### config.mk
export PLATFORM = sky130hd
export DESIGN_NAME = retire_trace_unit_flat
export DESIGN_NICKNAME = d
export VERILOG_FILES = /design/src/rtl/retire_trace_if.sv /design/src/rtl/retire_trace_unit.sv /design/src/flat_wrapper.sv
export SDC_FILE = /design/constraint.sdc
export NUM_CORES = 1
export LEC_CHECK = 0
export ABC_CLOCK_PERIOD_IN_PS = 20600
export CAP_MARGIN = 30
export CORE_MARGIN = 5
export CORE_UTILIZATION = 59
export CTS_BUF_LIST = sky130_fd_sc_hd__clkbuf_4 sky130_fd_sc_hd__clkbuf_8
export CTS_CLUSTER_SIZE = 16
export DETAILED_ROUTE_END_ITERATION = 7
export GPL_ROUTABILITY_DRIVEN = 0
export PLACE_DENSITY = 0.82
export SLEW_MARGIN = 10
export SYNTH_ARGS = -nofsm -noshare
export SYNTH_HDL_FRONTEND = slang
export SYNTH_SLANG_ARGS = --single-unit
### constraint.sdc
create_clock -name clk -period 20.6 [get_ports clk]
set_input_delay 2.06 -clock clk [delete_from_list [all_inputs] [get_ports clk]]
set_output_delay 2.06 -clock clk [all_outputs]
set_load 0.03 [all_outputs]
### src/rtl/retire_trace_if.sv
// Retire-side inputs, trace record stream and status outputs of retire_trace_unit.
// rec_cycle_o exists only when TRACE_CYCLE_STAMP_EN is defined.
interface retire_trace_if #(
    parameter int DATA_W = 16,
    parameter int REG_AW = 4,
    parameter int CNT_W  = 32
);
    logic              retire_i;
    logic [DATA_W-1:0] pc_i;
    logic              reg_write_i;
    logic [REG_AW-1:0] wreg_i;
    logic [DATA_W-1:0] wdata_i;
    logic              mem_read_i;
    logic              mem_write_i;
    logic [DATA_W-1:0] mem_addr_i;
    logic [DATA_W-1:0] mem_data_i;
    logic              halt_i;

    logic              rec_valid_o;
    logic              rec_ready_i;
    logic [2:0]        rec_kind_o;
    logic [CNT_W-1:0]  rec_inum_o;
    logic [DATA_W-1:0] rec_pc_o;
    logic [REG_AW-1:0] rec_reg_o;
    logic [DATA_W-1:0] rec_val_o;
    logic [DATA_W-1:0] rec_addr_o;
`ifdef TRACE_CYCLE_STAMP_EN
    logic [CNT_W-1:0]  rec_cycle_o;
`endif

    logic [CNT_W-1:0]  cycle_cnt_o;
    logic [CNT_W-1:0]  inst_cnt_o;
    logic              halted_o;
    logic              timeout_o;
    logic              overflow_o;

    // Core + trace consumer side
    modport master (
        output retire_i, pc_i, reg_write_i, wreg_i, wdata_i,
        output mem_read_i, mem_write_i, mem_addr_i, mem_data_i, halt_i,
        output rec_ready_i,
        input  rec_valid_o, rec_kind_o, rec_inum_o, rec_pc_o, rec_reg_o,
        input  rec_val_o, rec_addr_o,
        input  cycle_cnt_o, inst_cnt_o, halted_o, timeout_o, overflow_o
`ifdef TRACE_CYCLE_STAMP_EN
        , input rec_cycle_o
`endif
    );

    // Trace unit side
    modport slave (
        input  retire_i, pc_i, reg_write_i, wreg_i, wdata_i,
        input  mem_read_i, mem_write_i, mem_addr_i, mem_data_i, halt_i,
        input  rec_ready_i,
        output rec_valid_o, rec_kind_o, rec_inum_o, rec_pc_o, rec_reg_o,
        output rec_val_o, rec_addr_o,
        output cycle_cnt_o, inst_cnt_o, halted_o, timeout_o, overflow_o
`ifdef TRACE_CYCLE_STAMP_EN
        , output rec_cycle_o
`endif
    );
endinterface

### src/rtl/retire_trace_unit.sv
// Retirement monitor: classifies retiring instructions, queues trace records in a
// fall-through FIFO, keeps saturating counters, halt and watchdog. Option: TRACE_CYCLE_STAMP_EN.
module retire_trace_unit #(
    parameter int DATA_W     = 16,
    parameter int REG_AW     = 4,
    parameter int CNT_W      = 32,
    parameter int DEPTH      = 16,
    parameter int WDOG_LIMIT = 100000
) (
    input logic           clk,
    input logic           rst_n,
    retire_trace_if.slave tr
);
    localparam int               PTR_W     = (DEPTH > 1) ? $clog2(DEPTH) : 1;
    localparam logic [CNT_W-1:0] WDOG_LAST = CNT_W'(WDOG_LIMIT - 1);
    localparam logic [PTR_W:0]   FULL_CNT  = (PTR_W + 1)'(DEPTH);

    typedef enum logic [2:0] {
        KIND_NOP   = 3'd0,
        KIND_REG   = 3'd1,
        KIND_LOAD  = 3'd2,
        KIND_STORE = 3'd3,
        KIND_HALT  = 3'd4
    } kind_e;

    typedef enum logic [1:0] {
        ST_RUN     = 2'd0,
        ST_HALTED  = 2'd1,
        ST_TIMEOUT = 2'd2
    } state_e;

    function automatic logic [CNT_W-1:0] satInc(input logic [CNT_W-1:0] v);
        return (&v) ? v : v + CNT_W'(1);
    endfunction

    state_e             state;
    state_e             stateNext;
    logic               runEn;
    logic               halted;
    logic               timedOut;

    kind_e              kind;
    logic [REG_AW-1:0]  recReg;
    logic [DATA_W-1:0]  recVal;
    logic [DATA_W-1:0]  recAddr;

    logic [CNT_W-1:0]   cycleCnt;
    logic [CNT_W-1:0]   instCnt;
    logic               overflow;

    logic [PTR_W-1:0]   wrPtr;
    logic [PTR_W-1:0]   rdPtr;
    logic [PTR_W:0]     count;
    logic               pushReq;
    logic               pushOk;
    logic               popFire;

    logic [2:0]         kindMem [DEPTH];
    logic [CNT_W-1:0]   inumMem [DEPTH];
    logic [DATA_W-1:0]  pcMem   [DEPTH];
    logic [REG_AW-1:0]  regMem  [DEPTH];
    logic [DATA_W-1:0]  valMem  [DEPTH];
    logic [DATA_W-1:0]  addrMem [DEPTH];
`ifdef TRACE_CYCLE_STAMP_EN
    logic [CNT_W-1:0]   cycMem  [DEPTH];
`endif

    // Record classification; a register write always outranks halt/store flags
    always_comb begin
        kind    = KIND_NOP;
        recReg  = '0;
        recVal  = '0;
        recAddr = '0;
        if (tr.reg_write_i && tr.mem_read_i) begin
            kind    = KIND_LOAD;
            recReg  = tr.wreg_i;
            recVal  = tr.wdata_i;
            recAddr = tr.mem_addr_i;
        end else if (tr.reg_write_i) begin
            kind    = KIND_REG;
            recReg  = tr.wreg_i;
            recVal  = tr.wdata_i;
        end else if (tr.halt_i) begin
            kind    = KIND_HALT;
        end else if (tr.mem_write_i) begin
            kind    = KIND_STORE;
            recVal  = tr.mem_data_i;
            recAddr = tr.mem_addr_i;
        end
    end

    // FIFO handshake; a full FIFO still takes a push when the head leaves on the same edge
    assign pushReq = runEn && tr.retire_i;
    assign popFire = (count != '0) && tr.rec_ready_i;
    assign pushOk  = pushReq && ((count != FULL_CNT) || popFire);

    always_ff @(posedge clk or negedge rst_n) begin
        if (!rst_n) begin
            state <= ST_RUN;
        end else begin
            state <= stateNext;
        end
    end

    // Halt on the watchdog edge wins over the timeout
    always_comb begin
        stateNext = state;
        case (state)
            ST_RUN: begin
                if (pushReq && (kind == KIND_HALT)) begin
                    stateNext = ST_HALTED;
                end else if (cycleCnt == WDOG_LAST) begin
                    stateNext = ST_TIMEOUT;
                end
            end
            default: stateNext = state;
        endcase
    end

    always_comb begin
        runEn    = 1'b0;
        halted   = 1'b0;
        timedOut = 1'b0;
        case (state)
            ST_RUN:     runEn    = 1'b1;
            ST_HALTED:  halted   = 1'b1;
            ST_TIMEOUT: timedOut = 1'b1;
            default:    runEn    = 1'b0;
        endcase
    end

    always_ff @(posedge clk or negedge rst_n) begin
        if (!rst_n) begin
            cycleCnt <= '0;
            instCnt  <= '0;
            overflow <= 1'b0;
        end else begin
            if (runEn) begin
                cycleCnt <= satInc(cycleCnt);
            end
            if (pushReq) begin
                instCnt <= satInc(instCnt);
            end
            if (pushReq && !pushOk) begin
                overflow <= 1'b1;
            end
        end
    end

    always_ff @(posedge clk or negedge rst_n) begin
        if (!rst_n) begin
            wrPtr <= '0;
            rdPtr <= '0;
            count <= '0;
        end else begin
            if (pushOk) begin
                wrPtr <= wrPtr + PTR_W'(1);
            end
            if (popFire) begin
                rdPtr <= rdPtr + PTR_W'(1);
            end
            case ({pushOk, popFire})
                2'b10:   count <= count + (PTR_W + 1)'(1);
                2'b01:   count <= count - (PTR_W + 1)'(1);
                default: count <= count;
            endcase
        end
    end

    // Record storage carries no reset; only entries behind a valid count are ever read
    always_ff @(posedge clk) begin
        if (pushOk) begin
            kindMem[wrPtr] <= kind;
            inumMem[wrPtr] <= instCnt;
            pcMem[wrPtr]   <= tr.pc_i;
            regMem[wrPtr]  <= recReg;
            valMem[wrPtr]  <= recVal;
            addrMem[wrPtr] <= recAddr;
`ifdef TRACE_CYCLE_STAMP_EN
            cycMem[wrPtr]  <= cycleCnt;
`endif
        end
    end

    assign tr.rec_valid_o = (count != '0);
    assign tr.rec_kind_o  = kindMem[rdPtr];
    assign tr.rec_inum_o  = inumMem[rdPtr];
    assign tr.rec_pc_o    = pcMem[rdPtr];
    assign tr.rec_reg_o   = regMem[rdPtr];
    assign tr.rec_val_o   = valMem[rdPtr];
    assign tr.rec_addr_o  = addrMem[rdPtr];
`ifdef TRACE_CYCLE_STAMP_EN
    assign tr.rec_cycle_o = cycMem[rdPtr];
`endif

    assign tr.cycle_cnt_o = cycleCnt;
    assign tr.inst_cnt_o  = instCnt;
    assign tr.halted_o    = halted;
    assign tr.timeout_o   = timedOut;
    assign tr.overflow_o  = overflow;
endmodule

### src/flat_wrapper.sv
// flat-port wrapper written by rule: the top's interface ports become plain ports
module retire_trace_unit_flat 
#(
    parameter int DATA_W     = 16,
    parameter int REG_AW     = 4,
    parameter int CNT_W      = 32,
    parameter int DEPTH      = 16,
    parameter int WDOG_LIMIT = 100000
)
  (clk, rst_n, tr_retire_i, tr_pc_i, tr_reg_write_i, tr_wreg_i, tr_wdata_i, tr_mem_read_i, tr_mem_write_i, tr_mem_addr_i, tr_mem_data_i, tr_halt_i, tr_rec_ready_i, tr_rec_valid_o, tr_rec_kind_o, tr_rec_inum_o, tr_rec_pc_o, tr_rec_reg_o, tr_rec_val_o, tr_rec_addr_o, tr_cycle_cnt_o, tr_inst_cnt_o, tr_halted_o, tr_timeout_o, tr_overflow_o);
  retire_trace_if #(.DATA_W(DATA_W), .REG_AW(REG_AW), .CNT_W(CNT_W)) tr_i ();
  input logic clk;
  input logic rst_n;
  input wire logic [$bits(tr_i.retire_i)-1:0] tr_retire_i;
  input wire logic [$bits(tr_i.pc_i)-1:0] tr_pc_i;
  input wire logic [$bits(tr_i.reg_write_i)-1:0] tr_reg_write_i;
  input wire logic [$bits(tr_i.wreg_i)-1:0] tr_wreg_i;
  input wire logic [$bits(tr_i.wdata_i)-1:0] tr_wdata_i;
  input wire logic [$bits(tr_i.mem_read_i)-1:0] tr_mem_read_i;
  input wire logic [$bits(tr_i.mem_write_i)-1:0] tr_mem_write_i;
  input wire logic [$bits(tr_i.mem_addr_i)-1:0] tr_mem_addr_i;
  input wire logic [$bits(tr_i.mem_data_i)-1:0] tr_mem_data_i;
  input wire logic [$bits(tr_i.halt_i)-1:0] tr_halt_i;
  input wire logic [$bits(tr_i.rec_ready_i)-1:0] tr_rec_ready_i;
  output wire logic [$bits(tr_i.rec_valid_o)-1:0] tr_rec_valid_o;
  output wire logic [$bits(tr_i.rec_kind_o)-1:0] tr_rec_kind_o;
  output wire logic [$bits(tr_i.rec_inum_o)-1:0] tr_rec_inum_o;
  output wire logic [$bits(tr_i.rec_pc_o)-1:0] tr_rec_pc_o;
  output wire logic [$bits(tr_i.rec_reg_o)-1:0] tr_rec_reg_o;
  output wire logic [$bits(tr_i.rec_val_o)-1:0] tr_rec_val_o;
  output wire logic [$bits(tr_i.rec_addr_o)-1:0] tr_rec_addr_o;
  output wire logic [$bits(tr_i.cycle_cnt_o)-1:0] tr_cycle_cnt_o;
  output wire logic [$bits(tr_i.inst_cnt_o)-1:0] tr_inst_cnt_o;
  output wire logic [$bits(tr_i.halted_o)-1:0] tr_halted_o;
  output wire logic [$bits(tr_i.timeout_o)-1:0] tr_timeout_o;
  output wire logic [$bits(tr_i.overflow_o)-1:0] tr_overflow_o;
  assign tr_i.retire_i = tr_retire_i;
  assign tr_i.pc_i = tr_pc_i;
  assign tr_i.reg_write_i = tr_reg_write_i;
  assign tr_i.wreg_i = tr_wreg_i;
  assign tr_i.wdata_i = tr_wdata_i;
  assign tr_i.mem_read_i = tr_mem_read_i;
  assign tr_i.mem_write_i = tr_mem_write_i;
  assign tr_i.mem_addr_i = tr_mem_addr_i;
  assign tr_i.mem_data_i = tr_mem_data_i;
  assign tr_i.halt_i = tr_halt_i;
  assign tr_i.rec_ready_i = tr_rec_ready_i;
  assign tr_rec_valid_o = tr_i.rec_valid_o;
  assign tr_rec_kind_o = tr_i.rec_kind_o;
  assign tr_rec_inum_o = tr_i.rec_inum_o;
  assign tr_rec_pc_o = tr_i.rec_pc_o;
  assign tr_rec_reg_o = tr_i.rec_reg_o;
  assign tr_rec_val_o = tr_i.rec_val_o;
  assign tr_rec_addr_o = tr_i.rec_addr_o;
  assign tr_cycle_cnt_o = tr_i.cycle_cnt_o;
  assign tr_inst_cnt_o = tr_i.inst_cnt_o;
  assign tr_halted_o = tr_i.halted_o;
  assign tr_timeout_o = tr_i.timeout_o;
  assign tr_overflow_o = tr_i.overflow_o;
  retire_trace_unit #(.DATA_W(DATA_W), .REG_AW(REG_AW), .CNT_W(CNT_W), .DEPTH(DEPTH), .WDOG_LIMIT(WDOG_LIMIT)) u_core (.clk(clk), .rst_n(rst_n), .tr(tr_i));
endmodule
Word level (Yosys, flattened, before mapping)
Memory sizes are Yosys's and may differ from the RTL's.
Cells that the tools add are included.

word-level totals
  output and inout port bits = 155
  input port bits = 76
  word-level logic and storage cells = 67
  memories = 6
  bits in registers = 80
  RAM bits = 1392

cells by class
  bitwise gates (word level) = 2
  multiplexer cells = 22
  equality and inequality tests = 7
  $add $sub $neg = 6
  reductions and logical operators = 17

memories
  name            words  bits a word  read ports  clocked after Yosys merged registers in  wr ports  line                     source
  u_core.inumMem  16     32           1           0                                        1         retire_trace_unit.sv:59  logic [CNT_W-1:0] inumMem [DEPTH];
  u_core.addrMem  16     16           1           0                                        1         retire_trace_unit.sv:63  logic [DATA_W-1:0] addrMem [DEPTH];
  u_core.pcMem    16     16           1           0                                        1         retire_trace_unit.sv:60  logic [DATA_W-1:0] pcMem [DEPTH];
  u_core.valMem   16     16           1           0                                        1         retire_trace_unit.sv:62  logic [DATA_W-1:0] valMem [DEPTH];
  u_core.regMem   16     4            1           0                                        1         retire_trace_unit.sv:61  logic [REG_AW-1:0] regMem [DEPTH];
  u_core.kindMem  16     3            1           0                                        1         retire_trace_unit.sv:58  logic [2:0] kindMem [DEPTH];

operators by type and width
  kind                   count
  $mux 16                8
  $add 32x1->32 const B  2
  $reduce_and 32->1      2
  $eq 32x17->1 const B   1
  $pmux 5 s2             1
  $mux 3                 3
  $add 4x1->4 const B    2
  $mux 4                 2
  $logic_and 1x1->1      6
  $mux 2                 3
  $reduce_and 2->1       3
  $add 5x1->5 const B    1
  $mux 1                 5
  $ne 5x5->1 const B     1
  $reduce_bool 5->1      1
  $sub 5x1->5 const B    1
  $eq 2x1->1 const B     2
  $eq 2x2->1 const B     2
  $reduce_bool 2->1      2
  $eq 3x3->1 const B     1
  $logic_not 2->1        1
  $not 1->1              2
  $logic_not 1->1        1
  $logic_or 1x1->1       1

Logic depth before layout (Yosys ltp)
  word-level depth = 8
  depth in mapped cells = 10
  depth with buffers taken out = 10

Least setup slack after synthesis
OpenSTA, ideal clock, no wires.

  kind = input to register
  start point = in tr_retire_i
  end point = mem u_core.addrMem[3][0], enable pin
  library setup time = 639 ps
  data required time = 19961 ps
  arrival time = 9012 ps
  buffers on the path = 1
  slack = 10949 ps
  stages on the path = 5
  path through = or3b_1 -> clkbuf_1 -> a31oi_2 -> nand2_1 -> nor3_1

on the way
  cells in the longest elaborated chain, start to end = 4

ends and longest elaborated chain
  element                       line                      source
  from (decl)                   flat_wrapper.sv:14        input wire logic [$bits(tr_i.retire_i)-1:0] tr_retire_i;
  $logic_and 1x1->1             retire_trace_unit.sv:93   assign pushReq = runEn && tr.retire_i;
  $logic_and 1x1->1             retire_trace_unit.sv:95   assign pushOk = pushReq && ((count != FULL_CNT) || popFire);
  $mux 1                        retire_trace_unit.sv:172  if (pushOk) begin
  $mux 1 (implied by the code)  retire_trace_unit.sv:178  addrMem[wrPtr] <= recAddr;
  to (decl)                     retire_trace_unit.sv:63

Every way passes these cells.

Worst setup path after layout
  start point = reg u_core.rdPtr[0]
  end point = out tr_rec_addr_o[11]

on the way
  cells in the longest elaborated chain, start to end = 1

ends and longest elaborated chain
  element                 line                      source
  from (decl)             retire_trace_unit.sv:52   logic [PTR_W-1:0] rdPtr;
  from (signal assigned)  retire_trace_unit.sv:160  rdPtr <= rdPtr + PTR_W'(1);
  $mem_v2 16x16           n/a
  to (decl)               flat_wrapper.sv:31        output wire logic [$bits(tr_i.rec_addr_o)-1:0] tr_rec_addr_o;

Every way passes these cells.

==> run metrics <==
Synth Warn #=0; share of synthesized cell area in full adder, half adder and majority cells=0.257%; Startpoint Class=flop; die area=between 100000 and 150000 sq um; clock root buffer=sky130_fd_sc_hd__clkbuf_8; Max Root-Sink Buffers=3; # Post-CTS Setup Buffers=0; RSZ-0062 raised after global routing=false; horizontal die dimension=about 320 microns; peak per-stage delay on the critical path=approximately 0.63 ns; sw frac=a little under a third; internal power consumption=between 5000 and 6000 uW; crit path max fanout=35; initial core utilization=between 50% and 60%; peak ir drop on the vdd network=about 0.00012 V; Port Buf Inserts=230; vias in the first global route=28900; final period utilization=between 30% and 40%; utilization after layout=between 60 and 70%; Top Ports=between 200 and 250; area taken by multi-input logic gates=between 10000 and 15000 sq um; worst endpoint data arrival time=~4.6 ns; number of library cell types mapped by synthesis=47; Synth Register Bits=1472; sum of negative setup slack=0 ns; post-synthesis share of cell area spent on xor and xnor gates=between 1 and 1.5%; final setup violation count=0; number of cells traversed by the worst hold path=1; cell chain of the critical path=buf_4 -> buf_16 -> buf_4 -> buf_12 -> mux4_2 -> mux4_2 -> clkdlybuf4s50_1; flop-to-flop setup slack=~16 ns; P&R area growth vs syn=16.0%; overall die height=319 microns; prevailing post-synth register cell=sky130_fd_sc_hd__edfxtp_1; synthesized area=between 50000 and 60000 sq um; share of cell area taken by muxes after synthesis=between 10% and 20%; area fraction in compound gates after synthesis=less than 1%; via total after detailed routing=27100; DRC violation total after the first TritonRoute iteration=3117; Final Hold Violating Endpoints=0; worst hold-check path type=flop to flop; Worst Hold Margin=roughly 0.48 ns; kind of cell adding the most delay to the critical path=buffers and inverters; total count of max-transition violations in the final report=0; Max Clock Freq=149 MHz; Max-Cap Viols=0; Comb pwr share=~30%; # H-tree levels=4; sequential share of power=about two fifths; worst reg2reg path depth=8; Setup Skew=approximately 0.048 ns; clock transition at the registers of the reported paths=about 0.06 ns; main combinational cell family by area after synthesis=multiplexers; fraction of layout instances using a drive strength above 1=30.7%; area of all sequential standard cells=between 40000 and 50000 sq um; fill cell instance count of the final layout=5470; mean instance size in the synthesized netlist=~24 sq um; ANT nets after route=0; Worst Setup Path Type=flop to primary output; average wire length per cell after detail routing=between 20 and 30 microns; headroom to the max-slew limit=28.6%; status=finished clean; worst endpoint required time=roughly 19 ns; total leakage power=approximately 0.021 uW; crit end category=primary output; vias per cell=6.37; actual transition at the worst max-transition pin=~1.1 ns; count of buffering cells on the critical path with inverters included=5; number of enable-type register cells in the synthesized netlist=between 1000 and 1500; # resized after CTS=0; Mapped Nets=~2500; source of the worst register-to-register timing path=u_core.state[1]$_DFFE_PN0P_; hold-fix buffer count after cts=0; Clock power frac=between 20% and 30%; antenna violations before repair=1; number of standard-cell rows in the floorplan=113; end point of the most critical hold path=u_core.tr.overflow_o$_DFFE_PN0P_; first element of the critical path=u_core.rdPtr[0]$_DFFE_PN0P_; number of CTS-inserted buffers=between 200 and 250; post-detailed-placement half-perimeter wirelength=68900 microns; layout net count=2882; grt ovf=0; pin count of the biggest net entering global routing=about 170; Syn Inst Count=2378; cell with the largest stage delay on the worst path=sky130_fd_sc_hd__clkdlybuf4s50_1; first-pass detailed-route iteration total=5; final routed DRC violation total=0; Core ar.=around 95000 sq um; sequential element share of the synthesized area=77.6%; Min-Delay Startpoint=u_core.tr.overflow_o$_DFFE_PN0P_; final setup margin=13.90 ns; worst slack at placement=13.71 ns; worst flop-to-flop path endpoint=u_core.inumMem[12][7]$_DFFE_PP_; crit path time final=approximately 6.7 ns; async set-or-reset flop fraction in the synthesized netlist=under 10%; overall global routing resource usage=roughly 25%; switching power=2560 uW; total detailed-routing wirelength=between 100000 and 150000 microns; pwr dens=around 130 nW/um^2; TritonCTS clock tree=built; simple logic cell fraction of the synthesized area=under 10%; CTS Sinks=1472; Skew-Pair Late Insertion Delay=approximately 0.89 ns; global-route wire length before repair=around 190000 microns
[placed cells by master (no fill, tap or decap), types with 5 or more instances in the layout]
cell type,instances
sky130_fd_sc_hd__bufinv_16,5
sky130_fd_sc_hd__nor3_2,6
sky130_fd_sc_hd__nor2_4,12
sky130_fd_sc_hd__a22o_1,16
sky130_fd_sc_hd__o21ai_0,5
sky130_fd_sc_hd__clkbuf_4,91
sky130_fd_sc_hd__nand4_1,32
sky130_fd_sc_hd__nor3_1,18
sky130_fd_sc_hd__nor2_1,23
sky130_fd_sc_hd__buf_4,58
sky130_fd_sc_hd__nand3_1,22
sky130_fd_sc_hd__clkinv_2,27
sky130_fd_sc_hd__buf_12,5
sky130_fd_sc_hd__nor4_1,15
sky130_fd_sc_hd__clkdlybuf4s50_1,229
sky130_fd_sc_hd__xnor2_1,36
sky130_fd_sc_hd__clkinv_1,44
sky130_fd_sc_hd__buf_16,15
sky130_fd_sc_hd__inv_1,12
sky130_fd_sc_hd__mux4_2,435
sky130_fd_sc_hd__clkbuf_8,232
sky130_fd_sc_hd__a21o_1,5
sky130_fd_sc_hd__nand2_1,36
sky130_fd_sc_hd__and2_1,22
sky130_fd_sc_hd__and3_1,10
sky130_fd_sc_hd__ha_1,10
sky130_fd_sc_hd__dfrtp_1,76
sky130_fd_sc_hd__edfxtp_1,1392
sky130_fd_sc_hd__xor2_1,33
[registers in the layout, indices dropped and copies added, names as in the netlist]
signal	count
u_core.tr.cycle_cnt_o	32
u_core.tr.inst_cnt_o	32
u_core.rdPtr	4
u_core.state	2
u_core.regMem	64
u_core.count	5
u_core.kindMem	48
u_core.inumMem	512
u_core.wrPtr	4
u_core.tr.overflow_o	1
u_core.valMem	256
u_core.pcMem	256
u_core.addrMem	256
[power groups by stage]
stage                     Sequential [uW]  Clock [uW]  Combinational (uW)
after floorplan                      3580           0                1760
after global placement               3640           0                2440
after detailed placement             3660           0                2540
after CTS                            3600        2430                2540
after global routing                 3590        2590                2680
final                                3580        2390                2550
[layer usage]
layer | up-vias | global-route usage (%) | wire [microns] | share of wire (%)
met5 | - | 0 | 0 | 0
met4 | 0 | 6.61 | 2320 | 1.8
met3 | 185 | 5.13 | 10600 | 8.4
met2 | 1414 | 42.5 | 66300 | 53
met1 | 14400 | 33.6 | 46900 | 37
li1 | 11100 | - | - | -
[metrics by stage]
| step | instance area [sq um] | instances | power [uW] |
|---|---|---|---|
| after global routing | 65500 | 4254 | 8850 |
| after detailed placement | 60800 | 3831 | 6200 |
| after global placement | 60400 | 3818 | 6080 |
| after floorplan | 56500 | 2378 | 5330 |
| final | 65500 | 4254 | 8510 |
| after CTS | 65300 | 4247 | 8570 |
[final cells by class]
class / count / share of cell area [%]
Sequential cell: 1472 / 66.9
Multi-Input combinational cell: 781 / 18.7
Clock buffer: 323 / 5.92
Timing Repair Buffer: 307 / 4.95
Tap cell: 1265 / 2.42
Clock inverter: 93 / 1.01
Inverter: 12 / 0.0688
Antenna cell: 1 / 0.00382
[cells by family after synthesis]
group                      Yosys count
AOI/OAI and AO/OA                   40
xor gates and xnor gates            69
adders and majority gates           11
buffers and inverters              125
DFF                               1472
muxes                              440
and+or+nand+nor                    221
[synthesized netlist by cell type (all sizes together) (4+ instances only)]
cell	instances	area (sq um)
a21o	5	37.5
a22o	16	140
and2	22	138
and3	10	62.6
and4	4	35.0
buf	40	209
clkbuf	73	274
dfrtp	80	2000
edfxtp	1392	41800
ha	10	125
inv	12	45.0
mux2	4	45.0
mux4	435	9800
nand2	36	135
nand3	22	110
nand4	32	200
nor2	35	131
nor2b	4	25.0
nor3	24	130
nor4	16	106
nor4b	4	50.1
o21ai	5	25.0
xnor2	36	315
xor2	33	289
[worst max path at each step]
stage,endpoint,depth (start not counted)
after detailed placement,u_core.regMem[12][0]$_DFFE_PP_,8
after global placement,tr_rec_kind_o[0],5
after CTS,tr_rec_addr_o[11],6
after floorplan,u_core.addrMem[3][0]$_DFFE_PP_,5
final,tr_rec_addr_o[11],7
after global routing,tr_rec_addr_o[11],7
Note: power is estimated with default switching activity, not from simulation.
